===== src/rtl/controller.sv =====
// controller: arbitrates NUM_CONSUMERS read/write requesters onto NUM_CHANNELS memory channels.
// Define CONTROLLER_ASSERT_EN to enable simulation-only protocol checks.
module controller #(
  parameter int ADDR_BITS     = 8,
  parameter int DATA_BITS     = 16,
  parameter int NUM_CONSUMERS = 4,
  parameter int NUM_CHANNELS  = 1,
  parameter int WRITE_ENABLE  = 1
) (
  input  logic                               clk,
  input  logic                               reset,
  input  logic [NUM_CONSUMERS-1:0]           consumer_read_valid,
  input  logic [ADDR_BITS*NUM_CONSUMERS-1:0] consumer_read_address,
  output logic [NUM_CONSUMERS-1:0]           consumer_read_ready,
  output logic [DATA_BITS*NUM_CONSUMERS-1:0] consumer_read_data,
  input  logic [NUM_CONSUMERS-1:0]           consumer_write_valid,
  input  logic [ADDR_BITS*NUM_CONSUMERS-1:0] consumer_write_address,
  input  logic [DATA_BITS*NUM_CONSUMERS-1:0] consumer_write_data,
  output logic [NUM_CONSUMERS-1:0]           consumer_write_ready,
  output logic [NUM_CHANNELS-1:0]            mem_read_valid,
  output logic [ADDR_BITS*NUM_CHANNELS-1:0]  mem_read_address,
  input  logic [NUM_CHANNELS-1:0]            mem_read_ready,
  input  logic [DATA_BITS*NUM_CHANNELS-1:0]  mem_read_data,
  output logic [NUM_CHANNELS-1:0]            mem_write_valid,
  output logic [ADDR_BITS*NUM_CHANNELS-1:0]  mem_write_address,
  output logic [DATA_BITS*NUM_CHANNELS-1:0]  mem_write_data,
  input  logic [NUM_CHANNELS-1:0]            mem_write_ready
);

  localparam int CW = (NUM_CONSUMERS > 1) ? $clog2(NUM_CONSUMERS) : 1;

  typedef enum logic [2:0] {
    IDLE,
    READ_WAITING,
    WRITE_WAITING,
    READ_RELAYING,
    WRITE_RELAYING
  } state_t;

  state_t                   state_q [NUM_CHANNELS];
  state_t                   state_d [NUM_CHANNELS];
  logic [CW-1:0]            owner_q [NUM_CHANNELS];
  logic [CW-1:0]            owner_d [NUM_CHANNELS];
  logic [NUM_CONSUMERS-1:0] serving_q, serving_d, claimed;
  logic                     found;
  int                       own;

  logic [NUM_CONSUMERS-1:0]           crr_d, cwr_d;
  logic [DATA_BITS*NUM_CONSUMERS-1:0] crd_d;
  logic [NUM_CHANNELS-1:0]            mrv_d, mwv_d;
  logic [ADDR_BITS*NUM_CHANNELS-1:0]  mra_d, mwa_d;
  logic [DATA_BITS*NUM_CHANNELS-1:0]  mwd_d;

  // Channels are visited in index order so a lower channel claims first; 'claimed'
  // starts from the registered serving set, so a consumer released on this edge
  // can only be claimed again on the following edge.
  always_comb begin
    state_d   = state_q;
    owner_d   = owner_q;
    serving_d = serving_q;
    claimed   = serving_q;
    found     = 1'b0;
    own       = 0;
    crr_d     = consumer_read_ready;
    cwr_d     = consumer_write_ready;
    crd_d     = consumer_read_data;
    mrv_d     = mem_read_valid;
    mra_d     = mem_read_address;
    mwv_d     = mem_write_valid;
    mwa_d     = mem_write_address;
    mwd_d     = mem_write_data;
    for (int ch = 0; ch < NUM_CHANNELS; ch++) begin
      own = int'(owner_q[ch]);
      case (state_q[ch])
        IDLE: begin
          found = 1'b0;
          for (int c = 0; c < NUM_CONSUMERS; c++) begin
            if (!found && !claimed[c] &&
                (consumer_read_valid[c] || (WRITE_ENABLE != 0 && consumer_write_valid[c]))) begin
              found        = 1'b1;
              claimed[c]   = 1'b1;
              serving_d[c] = 1'b1;
              owner_d[ch]  = CW'(c);
              if (consumer_read_valid[c]) begin
                mrv_d[ch]                          = 1'b1;
                mra_d[ch*ADDR_BITS +: ADDR_BITS]   = consumer_read_address[c*ADDR_BITS +: ADDR_BITS];
                state_d[ch]                        = READ_WAITING;
              end else begin
                mwv_d[ch]                          = 1'b1;
                mwa_d[ch*ADDR_BITS +: ADDR_BITS]   = consumer_write_address[c*ADDR_BITS +: ADDR_BITS];
                mwd_d[ch*DATA_BITS +: DATA_BITS]   = consumer_write_data[c*DATA_BITS +: DATA_BITS];
                state_d[ch]                        = WRITE_WAITING;
              end
            end
          end
        end
        READ_WAITING: begin
          if (mem_read_ready[ch]) begin
            mrv_d[ch]                         = 1'b0;
            crd_d[own*DATA_BITS +: DATA_BITS] = mem_read_data[ch*DATA_BITS +: DATA_BITS];
            crr_d[own]                        = 1'b1;
            state_d[ch]                       = READ_RELAYING;
          end
        end
        WRITE_WAITING: begin
          if (mem_write_ready[ch]) begin
            mwv_d[ch]   = 1'b0;
            cwr_d[own]  = 1'b1;
            state_d[ch] = WRITE_RELAYING;
          end
        end
        READ_RELAYING: begin
          if (!consumer_read_valid[own]) begin
            crr_d[own]     = 1'b0;
            serving_d[own] = 1'b0;
            state_d[ch]    = IDLE;
          end
        end
        WRITE_RELAYING: begin
          if (!consumer_write_valid[own]) begin
            cwr_d[own]     = 1'b0;
            serving_d[own] = 1'b0;
            state_d[ch]    = IDLE;
          end
        end
        default: state_d[ch] = IDLE;
      endcase
    end
  end

  always_ff @(posedge clk or negedge reset) begin
    if (!reset) begin
      for (int ch = 0; ch < NUM_CHANNELS; ch++) begin
        state_q[ch] <= IDLE;
        owner_q[ch] <= '0;
      end
      serving_q            <= '0;
      consumer_read_ready  <= '0;
      consumer_write_ready <= '0;
      consumer_read_data   <= '0;
      mem_read_valid       <= '0;
      mem_read_address     <= '0;
      mem_write_valid      <= '0;
      mem_write_address    <= '0;
      mem_write_data       <= '0;
    end else begin
      for (int ch = 0; ch < NUM_CHANNELS; ch++) begin
        state_q[ch] <= state_d[ch];
        owner_q[ch] <= owner_d[ch];
      end
      serving_q            <= serving_d;
      consumer_read_ready  <= crr_d;
      consumer_write_ready <= cwr_d;
      consumer_read_data   <= crd_d;
      mem_read_valid       <= mrv_d;
      mem_read_address     <= mra_d;
      mem_write_valid      <= mwv_d;
      mem_write_address    <= mwa_d;
      mem_write_data       <= mwd_d;
    end
  end

`ifdef CONTROLLER_ASSERT_EN
  always_ff @(posedge clk) begin
    if (reset) begin
      if (NUM_CHANNELS > NUM_CONSUMERS)
        $error("controller: NUM_CHANNELS (%0d) exceeds NUM_CONSUMERS (%0d)", NUM_CHANNELS, NUM_CONSUMERS);
      for (int a = 0; a < NUM_CHANNELS; a++) begin
        for (int b = a + 1; b < NUM_CHANNELS; b++) begin
          if (state_q[a] != IDLE && state_q[b] != IDLE && owner_q[a] == owner_q[b])
            $error("controller: consumer %0d served by channels %0d and %0d", owner_q[a], a, b);
        end
        if (state_q[a] == IDLE && (mem_read_ready[a] || mem_write_ready[a]))
          $error("controller: memory ready on idle channel %0d", a);
      end
    end
  end
`endif

endmodule


===== config.mk =====
export PLATFORM = sky130hd
export DESIGN_NAME = controller
export DESIGN_NICKNAME = d
export VERILOG_FILES = /design/src/rtl/controller.sv
export SDC_FILE = /design/constraint.sdc
export NUM_CORES = 1
export LEC_CHECK = 0
export ABC_CLOCK_PERIOD_IN_PS = 1800
export BUFFER_PORTS_ARGS = -buffer_cell sky130_fd_sc_hd__buf_2
export CORE_ASPECT_RATIO = 1.1
export CORE_UTILIZATION = 40
export CTS_CLUSTER_DIAMETER = 100
export CTS_CLUSTER_SIZE = 40
export DETAILED_ROUTE_END_ITERATION = 8
export PLACE_DENSITY = 0.78
export RECOVER_POWER = 50
export SLEW_MARGIN = 15
export SYNTH_ARGS = -nofsm -noshare
export SYNTH_HDL_FRONTEND = slang
export SYNTH_SLANG_ARGS = --single-unit

===== constraint.sdc =====
create_clock -name clk -period 1.8 [get_ports clk]
set_input_delay 0.18 -clock clk [delete_from_list [all_inputs] [get_ports clk]]
set_output_delay 0.18 -clock clk [all_outputs]
set_load 0.03 [all_outputs]

### After elaboration in Yosys (flattened, before gate mapping)

Cells that the tools add are included.

| storage, ports and cells | value |
|---|---|
| logic and storage cells | 162 |
| input port bits | 156 |
| bits in registers | 115 |
| output and inout port bits | 106 |

| operators by class | value |
|---|---|
| reductions and logical operators | 37 |
| shift-type cells | 2 |
| muxes and demuxes | 87 |
| bitwise gates (word level) | 6 |
| add/sub/neg operators | 1 |
| equal/unequal tests | 13 |
| order comparisons | 2 |

Operator list:

| operator | count |
|---|---|
| two-way mux 16 bit | 8 |
| two-way mux 8 bit | 16 |
| bitwise mux 64 bit | 1 |
| variable shift 16 x 33 -> 64 bit (first input constant) | 1 |
| variable part select 16 x 33 -> 64 bit | 1 |
| negator 6 -> 33 bit | 1 |
| two-way mux 1 bit | 31 |
| two-way mux 3 bit | 8 |
| two-way mux 4 bit | 6 |
| two-way mux 2 bit | 8 |
| != test 2 bit (second input constant) | 8 |
| one-hot mux 4 bit (2 select lines) | 2 |
| AND reduction 4 bit | 4 |
| one-hot mux 3 bit (5 select lines) | 1 |
| AND 4 bit | 3 |
| one-hot mux 4 bit (3 select lines) | 1 |
| logical AND 1 bit | 8 |
| bitwise OR 4 bit | 2 |
| AND reduction 2 bit | 4 |
| nonzero test 2 bit | 4 |
| zero test 1 bit | 7 |
| equality test 3 x 2 -> 1 bit (second input constant) | 2 |
| AND reduction 3 bit | 2 |
| != test 5 bit (second input constant) | 1 |
| other kinds (13) | 18 |

### Depth between registers and ports, before layout

Gate-level depths: netlist (run 1).

| depth | value |
|---|---|
| depth after elaboration | 19 |
| gate-level depth with buffers | 8 |
| depth with buffers taken out | 5 |

### Worst setup path after synthesis (run 1)

Ideal clock, no wire load.

| path | value |
|---|---|
| kind | reg2reg |
| start point | reg owner_q[0] (netlist name) |
| end point | reg consumer_read_data[59] |
| path buffers | 2 |
| library setup time | 0.083 ns |
| required time | 1.717 ns |
| arrival time | 1.888 ns |
| cell stages (with the launch flop) | 8 |
| slack | -0.170 ns |
| clock period less this slack | 1.970 ns |
| path through | dfrtp_1 > buf_6 > inv_1 > ha_1 > nor3_1 > buf_2 > nand2_1 > o21ai_0 |

| on the way | value |
|---|---|
| longest elaborated chain between the ends | 3 |
| elaborated cells on any way between the ends | 4 |
| those cells by class | 1 x add/sub; 2 x shift; 1 x mux |

RTL lines:

| element | line | source |
|---|---|---|
| from (decl) | 42 | `logic [CW-1:0] owner_q [NUM_CHANNELS];` |
| from (signal, indexed assignment) | 149 | `owner_q[ch] <= owner_d[ch];` |
| negator 6 -> 33 bit * | 100 | `crd_d[own*DATA_BITS +: DATA_BITS] = mem_read_data[ch*DATA_BITS +: DATA_BITS];` |
| variable part select 16 x 33 -> 64 bit / variable shift 16 x 33 -> 64 bit (equally long branches) | 100 |  |
| bitwise mux 64 bit * | 100 |  |
| to (signal assigned) | 154 | `consumer_read_data <= crd_d;` |
| to (decl) | 15 | `output logic [DATA_BITS*NUM_CONSUMERS-1:0] consumer_read_data,` |

Every way passes the cells marked *; elsewhere a longest branch is shown, timed or not.
A chain may end at the register's enable or synchronous reset.

### Final worst setup path (run 1)

| path | value |
|---|---|
| start point | reg serving_q[0] |
| end point | reg mem_read_address[3] |

| on the way | value |
|---|---|
| longest elaborated chain between the ends | 18 |
| elaborated cells on any way between the ends | 24 |
| those cells by class | 13 x mux; 11 x reduce/logical |

RTL lines:

| element | line | source |
|---|---|---|
| from (decl) | 44 | `logic [NUM_CONSUMERS-1:0] serving_q, serving_d, claimed;` |
| from (signal assigned) | 151 | `serving_q <= serving_d;` |
| zero test 1 bit * | 78 | `if (!found && !claimed[c] &&` |
| logical AND 1 bit * | 78 |  |
| two-way mux 1 bit | 78 |  |
| two-way mux 1 bit | 74 | `case (state_q[ch])` |
| zero test 1 bit | 78 |  |
| logical AND 1 bit (2 in series) | 78 |  |
| two-way mux 1 bit | 78 |  |
| two-way mux 1 bit | 74 |  |
| zero test 1 bit | 78 |  |
| logical AND 1 bit (2 in series) | 78 |  |
| two-way mux 1 bit | 78 |  |
| two-way mux 1 bit | 74 |  |
| zero test 1 bit | 78 |  |
| logical AND 1 bit (2 in series) | 78 |  |
| two-way mux 8 bit * | 78 |  |
| to (signal assigned) | 156 | `mem_read_address <= mra_d;` |
| to (decl) | 21 | `output logic [ADDR_BITS*NUM_CHANNELS-1:0] mem_read_address,` |

Every way passes the cells marked *; elsewhere a longest branch is shown, timed or not. The select of a mux whose other input is x is not followed.

==> results.json, run 1 <==
{
  "required_ns": 2.07,
  "syn_inst": 692,
  "synthesis.area_um2": 6180,
  "clkPwrFrac_pct": 21.0,
  "cts_buffers": 17,
  "cts_buffer_depth": 2,
  "period_share_pct": 99.6,
  "yosysTopAreaCell": "dfrtp_1",
  "critPathArrivalTime_ns": 2.07,
  "wl_um": 19600,
  "min-delay-start": "consumer_write_data[43]",
  "synthesis.nets": 856,
  "p_int_mw": 8.67,
  "worstSetupEndpointType": "flip-flop",
  "synth_ff_type": "dfrtp_1",
  "yosysTopAreaCellShare_pct": 46.6,
  "drc": 0,
  "drive_above_1_share_pct": 33.4,
  "cts_num_sinks": 115,
  "regArea_um2": 2880,
  "switchingPower_mw": 6.88,
  "io_pins": 262,
  "clock_latency_ns": 0.41,
  "port-buffer-count": 261,
  "rsz0062_at_grt": "yes",
  "cp_top_family": "multiplexers",
  "p_leak_nw": 3.86,
  "hold_path.class": "in2reg",
  "sequentialPowerShare_pct": 27.1,
  "worstPathCellList": "nor2b_2 -> buf_6 -> mux2_2 -> mux2_2 -> mux2i_1 -> o31ai_1",
  "dp.cells": 1136,
  "layout-area-overhead-vs-synth_pct": 40.1,
  "rows": 47,
  "crit_type": "reg2reg",
  "slowest_stage": "dfrtp_1",
  "drv_slew": 0,
  "pwr_density_cell_nw_per_um2": 1800,
  "power_frac_comb_pct": 51.9,
  "worstPathMaxFanout": 5,
  "slew_headroom_pct": 47.6,
  "antenna_found_initial": 0,
  "dr_total_vias": 6306,
  "postRouteAntennaNets": 0,
  "async_flop_share_pct": 100,
  "cp_common_cell": "mux2_2",
  "die_area_um2": 16000,
  "wire_per_inst_um": 16.7,
  "grt_pass1_vias": 6025,
  "synth_area_leaders": "dfrtp_1 47%, nand2_1 12%, o21ai_0 7.7%, mux2i_1 5.2%, o211ai_1 3.0%",
  "synth_seq_cells": 115,
  "worst_pin_slew_ns": 0.786,
  "r2r_cells": 6,
  "fin_util_pct": 57.5,
  "ys_types": 47,
  "outcome": "finished, final reports clean",
  "swShare_pct": 44.3,
  "yosysMostFrequentCell": "nand2_1",
  "r2r-start": "serving_q[0]$_DFFE_PN0P_",
  "n_fill_cell": 1376,
  "yosys_warnings": 0,
  "initial_utilization_pct": 41.0,
  "routabilityCongestion": 0.910,
  "drt_iter0_markers": 456,
  "die_h_um": 132,
  "vias_per_cell": 5.35,
  "grt_first_pass_wirelength_um": 30600,
  "firstDrtPassIters": 5,
  "skew_ns": 0.00878,
  "hold_violations": 0,
  "cap_viol_max_count": 0,
  "die_w_um": 121,
  "cts_tree": "done",
  "synth_edf_count": 0,
  "critPathMaxStageDelay_ns": 0.44,
  "start_kind": "flip-flop",
  "synth.avg_cell_area_um2": 8.93,
  "synth_common_cells": "193 x nand2_1, 115 x dfrtp_1, 95 x o21ai_0",
  "rr_endpoint": "mem_read_address[3]$_DFFE_PN0P_",
  "clk_pin_slew_worst_paths_ns": 0.06,
  "crit_start": "serving_q[0]$_DFFE_PN0P_",
  "holdPathEnd": "mem_write_data[11]$_DFFE_PN0P_",
  "gr-total-overflow": 0,
  "multi_input_area_um2": 3160,
  "grt_max_degree": 56,
  "antenna_cells": 0,
  "min_path_cells": 3,
  "min_period_ns": 1.79,
  "fmaxAchievable_mhz": 558,
  "ir_worst_vdd_mv": 0.985,
  "nets": 1133,
  "coreArea_um2": 15100,
  "htree_levels": 4,
  "path_buf_inv": 1,
  "setup_violations": 0,
  "root_buffer": "clkbuf_16",
  "synth-seq-area-share_pct": 46.6,
  "grt_util_all_layers_pct": 24.8,
  "regToRegSetupSlack_ns": 0.007,
  "place_hpwl_um": 14300,
  "fin_cells": 1178
}
final cells by class:
| class | instances | area share (%) |
|---|---|---|
| Clock buffer | 23 | 5.40 |
| Clock inverter | 9 | 1.20 |
| Inverter | 4 | 0.217 |
| Multi-Input combinational cell | 523 | 36.5 |
| Sequential cell | 115 | 33.3 |
| Tap cell | 196 | 2.83 |
| Timing Repair Buffer | 308 | 20.6 |
cells in the final DEF, fill, tap and decap left out, drive strengths merged, types with 3 or more instances in the layout:
| cell | Yosys | layout |
|---|---|---|
| o31ai | 8 | 8 |
| nand2b | 3 | 3 |
| nor3b | 8 | 8 |
| a22oi | 8 | 8 |
| dfrtp | 115 | 115 |
| dlygate4sd3 | 0 | 8 |
| clkbuf | 32 | 69 |
| or3 | 28 | 28 |
| nand3b | 3 | 3 |
| mux2 | 16 | 16 |
| o211ai | 25 | 25 |
| nor2b | 6 | 6 |
| clkinv | 0 | 4 |
| nand3 | 5 | 5 |
| nor2 | 8 | 8 |
| buf | 18 | 254 |
| o21bai | 4 | 4 |
| a21oi | 17 | 17 |
| mux2i | 32 | 32 |
| a41oi | 4 | 4 |
| o21ai | 96 | 96 |
| clkinvlp | 0 | 3 |
| nand2 | 194 | 194 |
| a31oi | 29 | 29 |
| inv | 4 | 4 |
| ha | 8 | 8 |
| nor3 | 5 | 5 |
kinds of logic (layout without fill, tap and decap cells):
group	after synthesis	in the layout	synth area share, %
AO/OA/AOI/OAI	201	201	19.9
adder cells (fa/ha/maj)	8	8	1.62
buffers and inverters	54	344	3.83
flip-flops	115	115	46.6
multiplexers	50	50	8.83
AND/OR/NAND/NOR	264	264	19.2
registers in the layout, summed over array words and instances, names as in the netlist, named ones only:
register,count
mem_write_address,8
serving_q,4
owner_q,2
consumer_read_data,64
state_q,3
mem_read_valid,1
mem_write_valid,1
mem_write_data,16
mem_read_address,8
power by group through the flow:
| stage | clock network [mW] | registers, mW | logic, mW |
|---|---|---|---|
| after CTS | 3.32 | 4.18 | 8.10 |
| after detailed placement | 0 | 4.20 | 8.05 |
| after global routing | 3.43 | 4.31 | 8.74 |
| final | 3.27 | 4.21 | 8.08 |
| after global placement | 0 | 4.18 | 7.90 |
| after floorplan | 0 | 5.72 | 3.83 |
timing repair:
| item | CTS | global route |
|---|---|---|
| hold buffers | 8 | 0 |
| buffers inserted | 0 | 2 |
| gates resized for setup | 2 | 12 |
| endpoints found under the hold margin | 38 | 0 |
| endpoints found under the setup margin | 14 | 63 |
| pin swaps | 0 | 5 |
worst max-delay path by stage:
stage          cells after the start                                 end
3_3_place_gp                       5            serving_q[1]$_DFFE_PN0P_
6_report                           6     mem_read_address[3]$_DFFE_PN0P_
2_1_floorplan                      7  consumer_read_data[28]$_DFFE_PN0P_
5_1_grt                            5                           flip-flop
3_5_place_dp                       5            serving_q[1]$_DFFE_PN0P_
4_1_cts                            5                           flip-flop
metal layers:
metal  routed length [um]  vias up  share of wire [%]  track usage, %
met4                  531        0                2.7            11.7
met3                 1380       39                7.0            5.02
li1                     -     3011                  -               -
met1                 7940     2926                 40            30.2
met2                 9780      330                 50            41.9
met5                    0        -                  0               0
worst min-delay path: stages:
cell and delay, ns:
buf_2 0.10, nand2_1 0.05, a31oi_1 0.07
metrics by stage:
stage                     setup WS, ns  cell area, um^2  power [mW]  setup TNS [ns]  hold slack [ns]
after floorplan                -0.0413             6280        9.55          -0.823           -0.116
after global placement         -0.0105             8020        12.1         -0.0105           0.0999
after detailed placement       -0.0496             8020        12.3          -0.170            0.103
after CTS                      0.00458             8680        15.6               0         0.000342
after global routing           -0.0476             8660        16.5          -0.346          0.00359
final                          0.00668             8660        15.5               0           0.0189
(Power assumes the default switching activity.)
==> run 2: changes to the inputs <==
--- a/config.mk
+++ b/config.mk
@@ -5,14 +5,14 @@
 export SDC_FILE = /design/constraint.sdc
 export NUM_CORES = 1
 export LEC_CHECK = 0
-export ABC_CLOCK_PERIOD_IN_PS = 1800
+export ABC_CLOCK_PERIOD_IN_PS = 2300
 export BUFFER_PORTS_ARGS = -buffer_cell sky130_fd_sc_hd__buf_2
 export CORE_ASPECT_RATIO = 1.1
 export CORE_UTILIZATION = 40
 export CTS_CLUSTER_DIAMETER = 100
 export CTS_CLUSTER_SIZE = 40
 export DETAILED_ROUTE_END_ITERATION = 8
-export PLACE_DENSITY = 0.78
+export PLACE_DENSITY = 0.76
 export RECOVER_POWER = 50
 export SLEW_MARGIN = 15
 export SYNTH_ARGS = -nofsm -noshare
==> constraint.sdc (replaced) <==
create_clock -name clk -period 2.3 [get_ports clk]
set_input_delay 0.23 -clock clk [delete_from_list [all_inputs] [get_ports clk]]
set_output_delay 0.23 -clock clk [all_outputs]
set_load 0.03 [all_outputs]
==> run 2 against run 1 <==
Critical endpoint is now consumer_read_data[58]$_DFFE_PN0P_. Setup slack better by 0.34 ns. Combinational power down 31%. Largest cell class unchanged. Largest power group unchanged. Final cell count down 1.8%. Critical path depth unchanged. Routed wire length down 1.8%. Sequential share of layout area up 1.5 points.
==> results.json, run 2 (synthesized netlist as in run 1, its figures left out) <==
{
  "initial_utilization_pct": 41.0,
  "slew_headroom_pct": 26.3,
  "cts_buffer_depth": 2,
  "reg.largest.list": "consumer_read_data x64, mem_write_data x16",
  "firstDrtPassIters": 4,
  "die_w_um": 121,
  "worstPathMaxFanout": 16,
  "rr_endpoint": "consumer_read_data[58]$_DFFE_PN0P_",
  "grt_max_degree": 81,
  "cts_buffers": 17,
  "dr_total_vias": 6167,
  "holdWs_ns": 0.0465,
  "critPathArrivalTime_ns": 2.27,
  "io_pins": 262,
  "place_hpwl_um": 14100,
  "regToRegSetupSlack_ns": 0.34,
  "nets": 1113,
  "root_buffer": "clkbuf_16",
  "coreArea_um2": 15100,
  "cts_tree": "done",
  "min_period_ns": 1.96,
  "largest_reg_flops": 64,
  "htree_levels": 4,
  "top_register": "consumer_read_data",
  "critPathCapture": "consumer_read_data[58]$_DFFE_PN0P_",
  "ir_worst_vdd_mv": 0.579,
  "n_fill_cell": 1467,
  "vias_per_cell": 5.33,
  "rsz0062_at_grt": "no",
  "r2r-start": "owner_q[0]$_DFFE_PN0P_",
  "drv_slew": 0,
  "clock_latency_ns": 0.41,
  "place_ws_ns": 0.251,
  "gr-total-overflow": 0,
  "final_cell_mix": "207 x buf_2, 193 x nand2_1, 114 x dfrtp_1",
  "postRouteAntennaNets": 0,
  "drt_iter0_markers": 490,
  "grt_first_pass_wirelength_um": 30300,
  "period_share_pct": 85.1,
  "layout-area-overhead-vs-synth_pct": 33.9,
  "antenna_found_initial": 0,
  "grt_util_all_layers_pct": 24.5,
  "crit_start": "owner_q[0]$_DFFE_PN0P_",
  "worstSetupEndpointType": "flip-flop",
  "crit_type": "reg2reg",
  "wire_per_inst_um": 16.7,
  "worst_slack_ns": 0.343,
  "tns_ns": 0,
  "die_h_um": 132,
  "port-buffer-count": 261,
  "p_leak_nw": 3.70,
  "pwr_density_cell_nw_per_um2": 1410,
  "cts_num_sinks": 115,
  "skew_ns": 0.00852,
  "worst_pin_slew_ns": 1.11,
  "wl_um": 19300,
  "drive_above_1_share_pct": 30.9,
  "required_ns": 2.61,
  "routabilityCongestion": 0.869,
  "drc": 0,
  "clk_pin_slew_worst_paths_ns": 0.05,
  "start_kind": "flip-flop",
  "outcome": "finished, final reports clean",
  "final_common_cell": "buf_2",
  "fmaxAchievable_mhz": 511,
  "grt_pass1_vias": 5926,
  "r2r_cells": 6,
  "rows": 47,
  "hold_path.class": "in2reg",
  "setup_violations": 0,
  "die_area_um2": 16000,
  "cap_viol_max_count": 0,
  "antenna_cells": 0,
  "hold_violations": 0
}
## run 2: cell types whose count changed in the layout (fill, tap and decap cells not counted), moves of 3 or more
cell,before,now
o21ai_1,21,1
clkbuf_1,48,54
nor3b_4,3,0
dlygate4sd3_1,8,1
clkbuf_8,2,7
o21ai_0,74,95
buf_12,12,0
buf_6,3,0
buf_2,217,207
## run 2: worst min path at each step
stage	start	to	cells after the start
final	consumer_read_address[29]	mem_read_address[5]$_DFFE_PN0P_	3
after global placement	reset	consumer_read_data[42]$_DFFE_PN0P_	1
after global routing	consumer_read_address[25]	mem_read_address[1]$_DFFE_PN0P_	3
after CTS	consumer_read_address[30]	mem_read_address[6]$_DFFE_PN0P_	3
after floorplan	reset	asynchronous set/reset pin	0
after detailed placement	reset	consumer_read_data[42]$_DFFE_PN0P_	1
## run 2: final cells by class
cell class                      instances  area, um^2  area share [%]
Multi-Input combinational cell        523        3080            37.2
Clock inverter                          7        93.8            1.13
Inverter                                4        15.0           0.181
Sequential cell                       115        2880            34.8
Clock buffer                           24         522            6.31
Timing Repair Buffer                  288        1440            17.4
Tap cell                              196         245            2.96
## run 2: worst max-delay path, cell delays in order (launching register included)
cell,delay (ns)
dfrtp_2,0.51
inv_1,0.18
ha_1,0.38
nor3_1,0.24
buf_4,0.27
nand2_1,0.09
o21ai_0,0.20
## run 2: what timing repair did
item / in CTS / in global routing
gates resized for setup: 0 / 1
buffers inserted: 0 / 0
endpoints found under the hold margin: 115 / 0
hold buffers: 1 / 0
endpoints found under the setup margin: 0 / 1
## run 2: power by group
part           total [mW]  leakage (nW)  switching (mW)  internal, mW
Sequential           3.38          1.43           0.615          2.76
Combinational        5.56          1.96            3.68          1.88
Clock                2.70         0.301           0.912          1.79
Total                11.6          3.70            5.21          6.43
## run 2: through the flow
step	utilization (%)	instance area (um^2)	total power, mW	cells
2_1_floorplan	-	6180	7.24	692
3_3_place_gp	51.4	7730	8.89	1125
3_5_place_dp	51.4	7730	9.02	1125
4_1_cts	55.5	8360	11.8	1157
5_1_grt	55.0	8270	12.3	1157
6_report	55.0	8270	11.6	1157
## run 2: per-layer routing
metal | global-route usage (%) | vias up | part of all wire, %
met3 | 6.66 | 38 | 7.7
met2 | 40.9 | 288 | 49
met4 | 11.2 | 0 | 3.2
met1 | 29.1 | 2864 | 40
met5 | 0 | - | 0
li1 | - | 2977 | -
